### src/rtl/credit_bp_rx.sv
// credit_bp_rx: receiver half of a credit-based backpressure link.
// Each VC has its own FIFO holding DEPTH-1 flits. A round-robin selector
// presents one non-empty VC head per cycle to the switch. Every accepted pop
// returns one registered credit pulse upstream on the following cycle.
// Optional feature macro: CREDIT_BP_RX_OVF_STATUS_EN adds the sticky per-VC
// overflow flag output o_ovf.
module credit_bp_rx #(
  parameter int VC_W  = 2,
  parameter int D_W   = 8,
  parameter int X_W   = 4,
  parameter int Y_W   = 4,
  parameter int A_W   = X_W + Y_W,
  parameter int DEPTH = 4
) (
  input  logic             clk,
  input  logic             rst_n,
  input  logic [D_W-1:0]   from_tx_data,
  input  logic [A_W-1:0]   from_tx_addr,
  input  logic [VC_W-1:0]  from_tx_vc_target,
  output logic [VC_W-1:0]  from_tx_vc_credit_gnt,
  output logic [VC_W-1:0]  o_v,
  output logic [X_W-1:0]   o_x,
  output logic [Y_W-1:0]   o_y,
  output logic [D_W-1:0]   o_d,
`ifdef CREDIT_BP_RX_OVF_STATUS_EN
  output logic [VC_W-1:0]  o_ovf,
`endif
  input  logic [VC_W-1:0]  i_b
);

  localparam int E_W     = A_W + D_W;
  localparam int ENTRIES = DEPTH - 1;
  localparam int PTR_W   = (ENTRIES > 1) ? $clog2(ENTRIES) : 1;
  localparam int CNT_W   = $clog2(DEPTH);
  localparam int SEL_W   = (VC_W > 1) ? $clog2(VC_W) : 1;
  localparam logic [PTR_W-1:0] PTR_LAST = PTR_W'(ENTRIES - 1);
  localparam logic [CNT_W-1:0] CNT_FULL = CNT_W'(ENTRIES);
  localparam logic [SEL_W-1:0] SEL_LAST = SEL_W'(VC_W - 1);

  logic [SEL_W-1:0]           rr_ptr_reg;
  logic [VC_W-1:0]            gnt_reg;
  logic [E_W-1:0]             last_reg;
  logic [VC_W-1:0]            non_empty;
  logic [VC_W-1:0][E_W-1:0]   head_all;
  logic [SEL_W-1:0]           sel;
  logic [SEL_W-1:0]           idx;
  logic                       any_valid;
  logic [VC_W-1:0]            sel_vec;
  logic [VC_W-1:0]            pop_vec;
  logic [E_W-1:0]             head_ent;
  logic [E_W-1:0]             out_ent;
  logic [SEL_W-1:0]           rr_ptr_next;

  // Round-robin search: first non-empty VC at or after the rr pointer.
  always_comb begin
    sel       = '0;
    idx       = '0;
    any_valid = 1'b0;
    for (int k = 0; k < VC_W; k++) begin
      idx = SEL_W'((int'(rr_ptr_reg) + k) % VC_W);
      if (!any_valid && non_empty[idx]) begin
        any_valid = 1'b1;
        sel       = idx;
      end
    end
  end

  assign sel_vec     = VC_W'(1) << sel;
  assign pop_vec     = (any_valid && !i_b[sel]) ? sel_vec : '0;
  assign head_ent    = head_all[sel];
  // With nothing presented the data outputs simply keep the last shown flit.
  assign out_ent     = any_valid ? head_ent : last_reg;
  assign rr_ptr_next = (sel == SEL_LAST) ? '0 : sel + SEL_W'(1);

  assign o_v                   = any_valid ? sel_vec : '0;
  assign o_x                   = out_ent[E_W-1 -: X_W];
  assign o_y                   = out_ent[D_W +: Y_W];
  assign o_d                   = out_ent[D_W-1:0];
  assign from_tx_vc_credit_gnt = gnt_reg;

  // Arbiter pointer, one-cycle-late credit pulse and held output flit.
  always_ff @(posedge clk or negedge rst_n) begin
    if (!rst_n) begin
      rr_ptr_reg <= '0;
      gnt_reg    <= '0;
      last_reg   <= '0;
    end else begin
      gnt_reg <= pop_vec;
      if (any_valid) begin
        rr_ptr_reg <= rr_ptr_next;
        last_reg   <= head_ent;
      end
    end
  end

  genvar gi;
  generate
    for (gi = 0; gi < VC_W; gi++) begin : g_vc
      logic [E_W-1:0]   mem_reg [ENTRIES];
      logic [PTR_W-1:0] wr_ptr_reg;
      logic [PTR_W-1:0] rd_ptr_reg;
      logic [CNT_W-1:0] cnt_reg;
      logic             push;
      logic             pop_here;
      logic             full;
      logic             do_write;

      assign push          = from_tx_vc_target[gi];
      assign pop_here      = pop_vec[gi];
      assign full          = (cnt_reg == CNT_FULL);
      // A full FIFO still accepts a write when the same edge pops it.
      assign do_write      = push && (!full || pop_here);
      assign non_empty[gi] = (cnt_reg != '0);
      assign head_all[gi]  = mem_reg[rd_ptr_reg];

      // Flit storage; contents need no reset because count gates visibility.
      always_ff @(posedge clk) begin
        if (do_write) begin
          mem_reg[wr_ptr_reg] <= {from_tx_addr, from_tx_data};
        end
      end

      // Pointer and occupancy bookkeeping; overflow writes leave all unchanged.
      always_ff @(posedge clk or negedge rst_n) begin
        if (!rst_n) begin
          wr_ptr_reg <= '0;
          rd_ptr_reg <= '0;
          cnt_reg    <= '0;
        end else begin
          if (do_write) begin
            wr_ptr_reg <= (wr_ptr_reg == PTR_LAST) ? '0 : wr_ptr_reg + PTR_W'(1);
          end
          if (pop_here) begin
            rd_ptr_reg <= (rd_ptr_reg == PTR_LAST) ? '0 : rd_ptr_reg + PTR_W'(1);
          end
          if (do_write && !pop_here) begin
            cnt_reg <= cnt_reg + CNT_W'(1);
          end else if (!do_write && pop_here) begin
            cnt_reg <= cnt_reg - CNT_W'(1);
          end
        end
      end

`ifdef CREDIT_BP_RX_OVF_STATUS_EN
      logic ovf_reg;
      // Sticky flag recording any dropped write on this VC.
      always_ff @(posedge clk or negedge rst_n) begin
        if (!rst_n) begin
          ovf_reg <= 1'b0;
        end else if (push && full && !pop_here) begin
          ovf_reg <= 1'b1;
        end
      end
      assign o_ovf[gi] = ovf_reg;
`endif

`ifdef SIMULATION
      // Flag writes that a well-behaved transmitter should never issue.
      always @(posedge clk) begin
        if (rst_n) begin
          assert (!(push && full && !pop_here))
            else $warning("credit_bp_rx: overflow write dropped on VC %0d", gi);
        end
      end
`endif
    end
  endgenerate

`ifdef SIMULATION
  // More than one target VC in a cycle is a link protocol violation.
  always @(posedge clk) begin
    if (rst_n) begin
      assert ($onehot0(from_tx_vc_target))
        else $error("credit_bp_rx: vc_target not onehot0");
    end
  end
`endif

endmodule

### config.mk
export PLATFORM = sky130hd
export DESIGN_NAME = credit_bp_rx
export DESIGN_NICKNAME = d
export VERILOG_FILES = /design/src/rtl/credit_bp_rx.sv
export SDC_FILE = /design/constraint.sdc
export NUM_CORES = 1
export LEC_CHECK = 0
export ABC_AREA = 1
export CORE_AREA = 2 2 103 105
export CTS_CLUSTER_SIZE = 10
export DETAILED_ROUTE_END_ITERATION = 16
export DIE_AREA = 0 0 105 107
export GPL_ROUTABILITY_DRIVEN = 0
export GPL_TIMING_DRIVEN = 0
export HOLD_SLACK_MARGIN = 0.1
export PLACE_DENSITY = 0.73
export SETUP_SLACK_MARGIN = 0.15
export SYNTH_ARGS = -nofsm -noshare
export SYNTH_HDL_FRONTEND = slang
export SYNTH_SLANG_ARGS = --single-unit
### constraint.sdc
create_clock -name clk -period 2.1 [get_ports clk]
set_clock_uncertainty 0.1 [all_clocks]
set_input_delay 0.42 -clock clk [delete_from_list [all_inputs] [get_ports clk]]
set_output_delay 0.42 -clock clk [all_outputs]
set_load 0.1 [all_outputs]
---- Yosys cells after proc, flatten, opt, wreduce, memory -nomap -nowiden ----
Memories as Yosys holds them, arrays and structs flattened.
Index checks and enable logic that the tools add are counted.
operators by class
  add/sub/neg operators ................... 10
  $lt $le $gt $ge ......................... 3
  multiplexer cells ....................... 28
  equal/unequal tests ..................... 6
  reduce and logical (&&, ||, !) cells .... 22
  shift operators ......................... 1
operators by type and width
  kind                                                                          number
  16-bit two-way mux                                                            3
  2-bit two-way mux                                                             10
  1-bit two-way mux                                                             15
  2-bit by 1-bit adder with 2-bit output, second input constant                 6
  2-bit equality test, second input constant                                    6
  1-bit logical AND                                                             8
  1-bit zero test                                                               8
  2-bit nonzero test                                                            4
  1-bit by 2-bit less-than comparator with 1-bit output, second input constant  3
  2-bit by 1-bit subtractor with 2-bit output, second input constant            2
  1-bit adder, second input constant                                            2
  1-bit logical OR                                                              2
  1-bit by 1-bit left shift with 2-bit output, first input constant             1
storage, ports and cells
  bits in writable memories ............... 96
  flip-flop bits (word level) ............. 31
  input bits .............................. 22
  output and inout port bits .............. 20
  memories ................................ 2
  logic and storage cells ................. 81
memory list
  name             depth  width  read ports  clocked after memory_dff  wr ports  RTL line  text
  g_vc[0].mem_reg  3      16     1           0                         1         99        logic [E_W-1:0] mem_reg [ENTRIES];
  g_vc[1].mem_reg  3      16     1           0                         1         99

---- Logic depth before layout (Yosys ltp) ----
  depth after elaboration ................. 18
  gate-level depth with buffers ........... 11
  depth with buffers taken out ............ 11

---- Worst setup path after synthesis ----
OpenSTA, ideal clock, no wires.
  kind .................................... register to output
  from .................................... register g_vc[0].cnt_reg[0]
  to ...................................... output port o_d[3]
  slack ................................... -0.670 ns
  data required time ...................... 1.580 ns
  arrival ................................. 2.250 ns
  path buffers ............................ 1
  stages on the path, launching flop included .. 7
  cell sequence ........................... dfrtp_1 -> nor2_4 -> nor2_2 -> nor2_4 -> buf_2 -> nand2_1 -> nand3_1
on the way
  word-level cells in the longest chain between the ends .. 10
  elaborated cells between the ends (all ways) .. 14
  classes of those cells .................. mux: 11; reduce/logical: 3
ends and longest elaborated chain
  item                                                    RTL line  text
  start, declared                                         102       logic [CNT_W-1:0] cnt_reg;
  start signal, assigned                                  137       cnt_reg <= cnt_reg + CNT_W'(1);
  start signal, assigned                                  139       cnt_reg <= cnt_reg - CNT_W'(1);
  2-bit nonzero test *                                    113       assign non_empty[gi] = (cnt_reg != '0);
  1-bit two-way mux (not written as such) (2 in series)   61        if (!any_valid && non_empty[idx]) begin
  1-bit two-way mux                                       61
  1-bit zero test                                         61
  1-bit logical AND                                       61
  1-bit two-way mux                                       61
  16-bit two-way mux (not written as such) (2 in series)  70        assign head_ent = head_all[sel];
  16-bit two-way mux *                                    72        assign out_ent = any_valid ? head_ent : last_reg;
  end, declared                                           24        output logic [D_W-1:0] o_d,
Mark *: on every way between the ends. The rest lies on a longest branch, timed or not. The select of a mux whose other input is x is not followed.

---- Worst setup path after layout ----
  from .................................... register g_vc[0].cnt_reg[0]
  to ...................................... output port o_d[2]
Same word-level chain as after synthesis.

==> flow_metrics.tcl <==
set metrics [dict create \
    ys_types 21 \
    cts_tree "built" \
    grt.overflow.total 0 \
    synth_area_leaders "edfxtp_1, dfrtp_1, nand2_1" \
    crit_buf_inv 3 \
    violations "negative setup slack" \
    rsz0062_at_grt "yes" \
    grt_max_degree 32 \
    endpoint_kind "output pin" \
    ys_seq_elements 127 \
    row_count 37 \
    dp_hpwl_um 6476 \
    synth_compound_area_frac 0.01043 \
    numCtsBuffers 17 \
    synth_top_family_by_area "simple AND/OR/NAND/NOR gates" \
    mappedNetlistArea_um2 4918 \
    syn-num-nets 434 \
    area_growth_pct 54.49 \
    root_buffer "clkbuf_8" \
    cts.sink_count 127 \
    cp.required_ns 1.58 \
    antenna_found_initial 0 \
    io_pins 42 \
    via_count 3673 \
    path_max_fanout 5 \
    setup_ws_ns -0.3790 \
    drtIter0Drc 406 \
    fin_crit_sh 1.180 \
    synthCells 410 \
    synth-xor-area-share 0.007123 \
    slew_headroom 0.4435 \
    slowest_delay_ns 0.42 \
    clock_latency_ns 0.51 \
    finalHoldViolCount 0 \
    tightest_slew_ns 0.8348 \
    grt_use_total 0.2526 \
    fillCellCount 553 \
    crit_family "buffers and inverters" \
    start_util 0.4874 \
    setup_viol 84 \
    syn_area_per_cell_um2 12.00 \
    totalWireLength_um 14220 \
    grt_first_pass_wirelength_um 20660 \
    clockBufferDepth 2 \
    nets 550 \
    yosys.area_share.simple 0.2078 \
    arrival_ns 1.96 \
    vias_per_cell 5.441 \
    yosysWarningCount 0 \
    cp_common_cell "buf_6" \
    cp_slowest_cell "dfrtp_2" \
    avgRoutedWirePerCell_um 21.07 \
    die_x_um 105 \
    antennaDiodeCount 0 \
    path_cells "buf_6 > nor3_4 > buf_6 > nand2_4 > nand3_4 > buf_12" \
    design.core.area_um2 10090 \
    path_class "flop to output pin" \
    clk_pin_slew_ns 0.06 \
    synth.area.mux_share 0 \
    yosys.area.top_type "edfxtp_1" \
    ant_nets 0 \
    layout-drive-gt1-share 0.3859 \
    fin_tns_setup_ns -10.42 \
    drc 0 \
    die_area_um2 11240 \
    ys_seq_area_frac 0.7438 \
    synth_fa_ha_area_frac 0.005088 \
    first_global_vias 3772 \
    drv_cap 0 \
    largest_reg_flops 96 \
    fmax_ghz 0.4034 \
    fin_crit_ns 2.479 \
    portBuffers 41 \
    drv_slew 0 \
    cp-start-kind "flop" \
    htree_levels 4 \
    min_path_type "input pin to asynchronous set/reset pin" \
    die_h_um 107 \
    drtPass1Iterations 5 \
    synth_top_area_share 0.5861 \
    status "finished with violations" \
]
==> metrics by stage <==
step	instances	hold WS (ns)	setup WS, ns	utilization	cell area (um2)
global placement	587	0.3728	-1.243	0.5703	5756
global route	675	0.4481	-0.4301	0.7529	7599
floorplan	410	0.02441	0.1085	-	5175
detailed placement	587	0.3728	-1.251	0.5698	5751
finish	675	0.4350	-0.3790	0.7529	7599
CTS	662	0.4170	-0.3935	0.7258	7325
==> routing by layer <==
metal | routed length [um] | up-vias | GRT usage
li1 | - | 1615 | -
met2 | 7360 | 199 | 0.4304
met1 | 5376 | 1819 | 0.3049
met5 | 0 | - | 0
met4 | 437 | 0 | 0.1276
met3 | 1048 | 40 | 0.05471
==> Yosys cell counts <==
master and number:
a21oi_4 1, inv_1 17, clkbuf_1 2, buf_2 8, edfxtp_1 96, nand2_2 5, nand3_1 52, ha_1 2
nor3_4 1, xor2_1 1, nor2_4 2, inv_2 2, dfrtp_1 31, nand2_4 1, nor2_2 5, nor2_1 7
a21oi_1 2, nand2_1 166, buf_4 1, o21ai_0 5, xnor2_1 3
==> cells by family (layout without fill, tap and decap cells) <==
kind of cell,Yosys count,count (layout)
AND/OR/NAND/NOR,239,239
flip-flops,127,127
buffers and inverters,30,159
AO/OA/AOI/OAI,8,8
XOR/XNOR,4,4
adder cells (fa/ha/maj),2,2
==> area by class of cell <==
type,instances,area (um2),area share
well taps,136,170.2,0.02239
clock buffers,20,425.4,0.05599
repair buffers,97,1221,0.1607
plain buffers,11,147.6,0.01943
multi-input cells,253,1645,0.2165
clock inverters,12,241.5,0.03178
inverters,19,86.33,0.01136
flip-flops and latches,127,3661,0.4818
==> worst paths after layout <==
path / from / to / slack (ns) / cells after the start
min in group clk: g_vc[0].wr_ptr_reg[1] / g_vc[0].wr_ptr_reg[1] / 0.44 / 2
max reg2reg: g_vc[0].cnt_reg[1] / g_vc[1].cnt_reg[1] / -0.13 / 13
min: rst_n / last_reg[13] / 0.44 / 2
min reg2reg: g_vc[0].wr_ptr_reg[1] / g_vc[0].wr_ptr_reg[1] / 0.44 / 2
max: g_vc[0].cnt_reg[0] / o_d[2] / -0.38 / 6
max in group asynchronous: rst_n / g_vc[0].cnt_reg[0] / 0.88 / 2
==> what timing repair did <==
item	4_1_cts	5_1_grt
hold buffers	1	0
gates cloned	3	1
gates resized for setup	248	36
endpoints found under the setup margin	120	122
pin swaps	26	12
endpoints found under the hold margin	31	0
buffers inserted	39	12
==> placed cells by master, fill, tap and decap left out, drive strengths merged <==
master         netlist  routed
edfxtp              96      96
xnor2                3       3
ha                   2       2
nand2              172     172
o21ai                5       5
buf                  9      82
clkdlybuf4s15        0       2
inv                 19      15
nor2                14      14
clkinv               0       4
nor3                 1       1
xor2                 1       1
a21oi                3       3
clkdlybuf4s50        0      20
bufinv               0       7
dfrtp               31      31
clkbuf               2      23
dlygate4sd3          0       1
nand3               52      52
clkinvlp             0       5
Power is not shown: default switching activity piles up to over one toggle a cycle in this logic, so the estimate is an artifact.
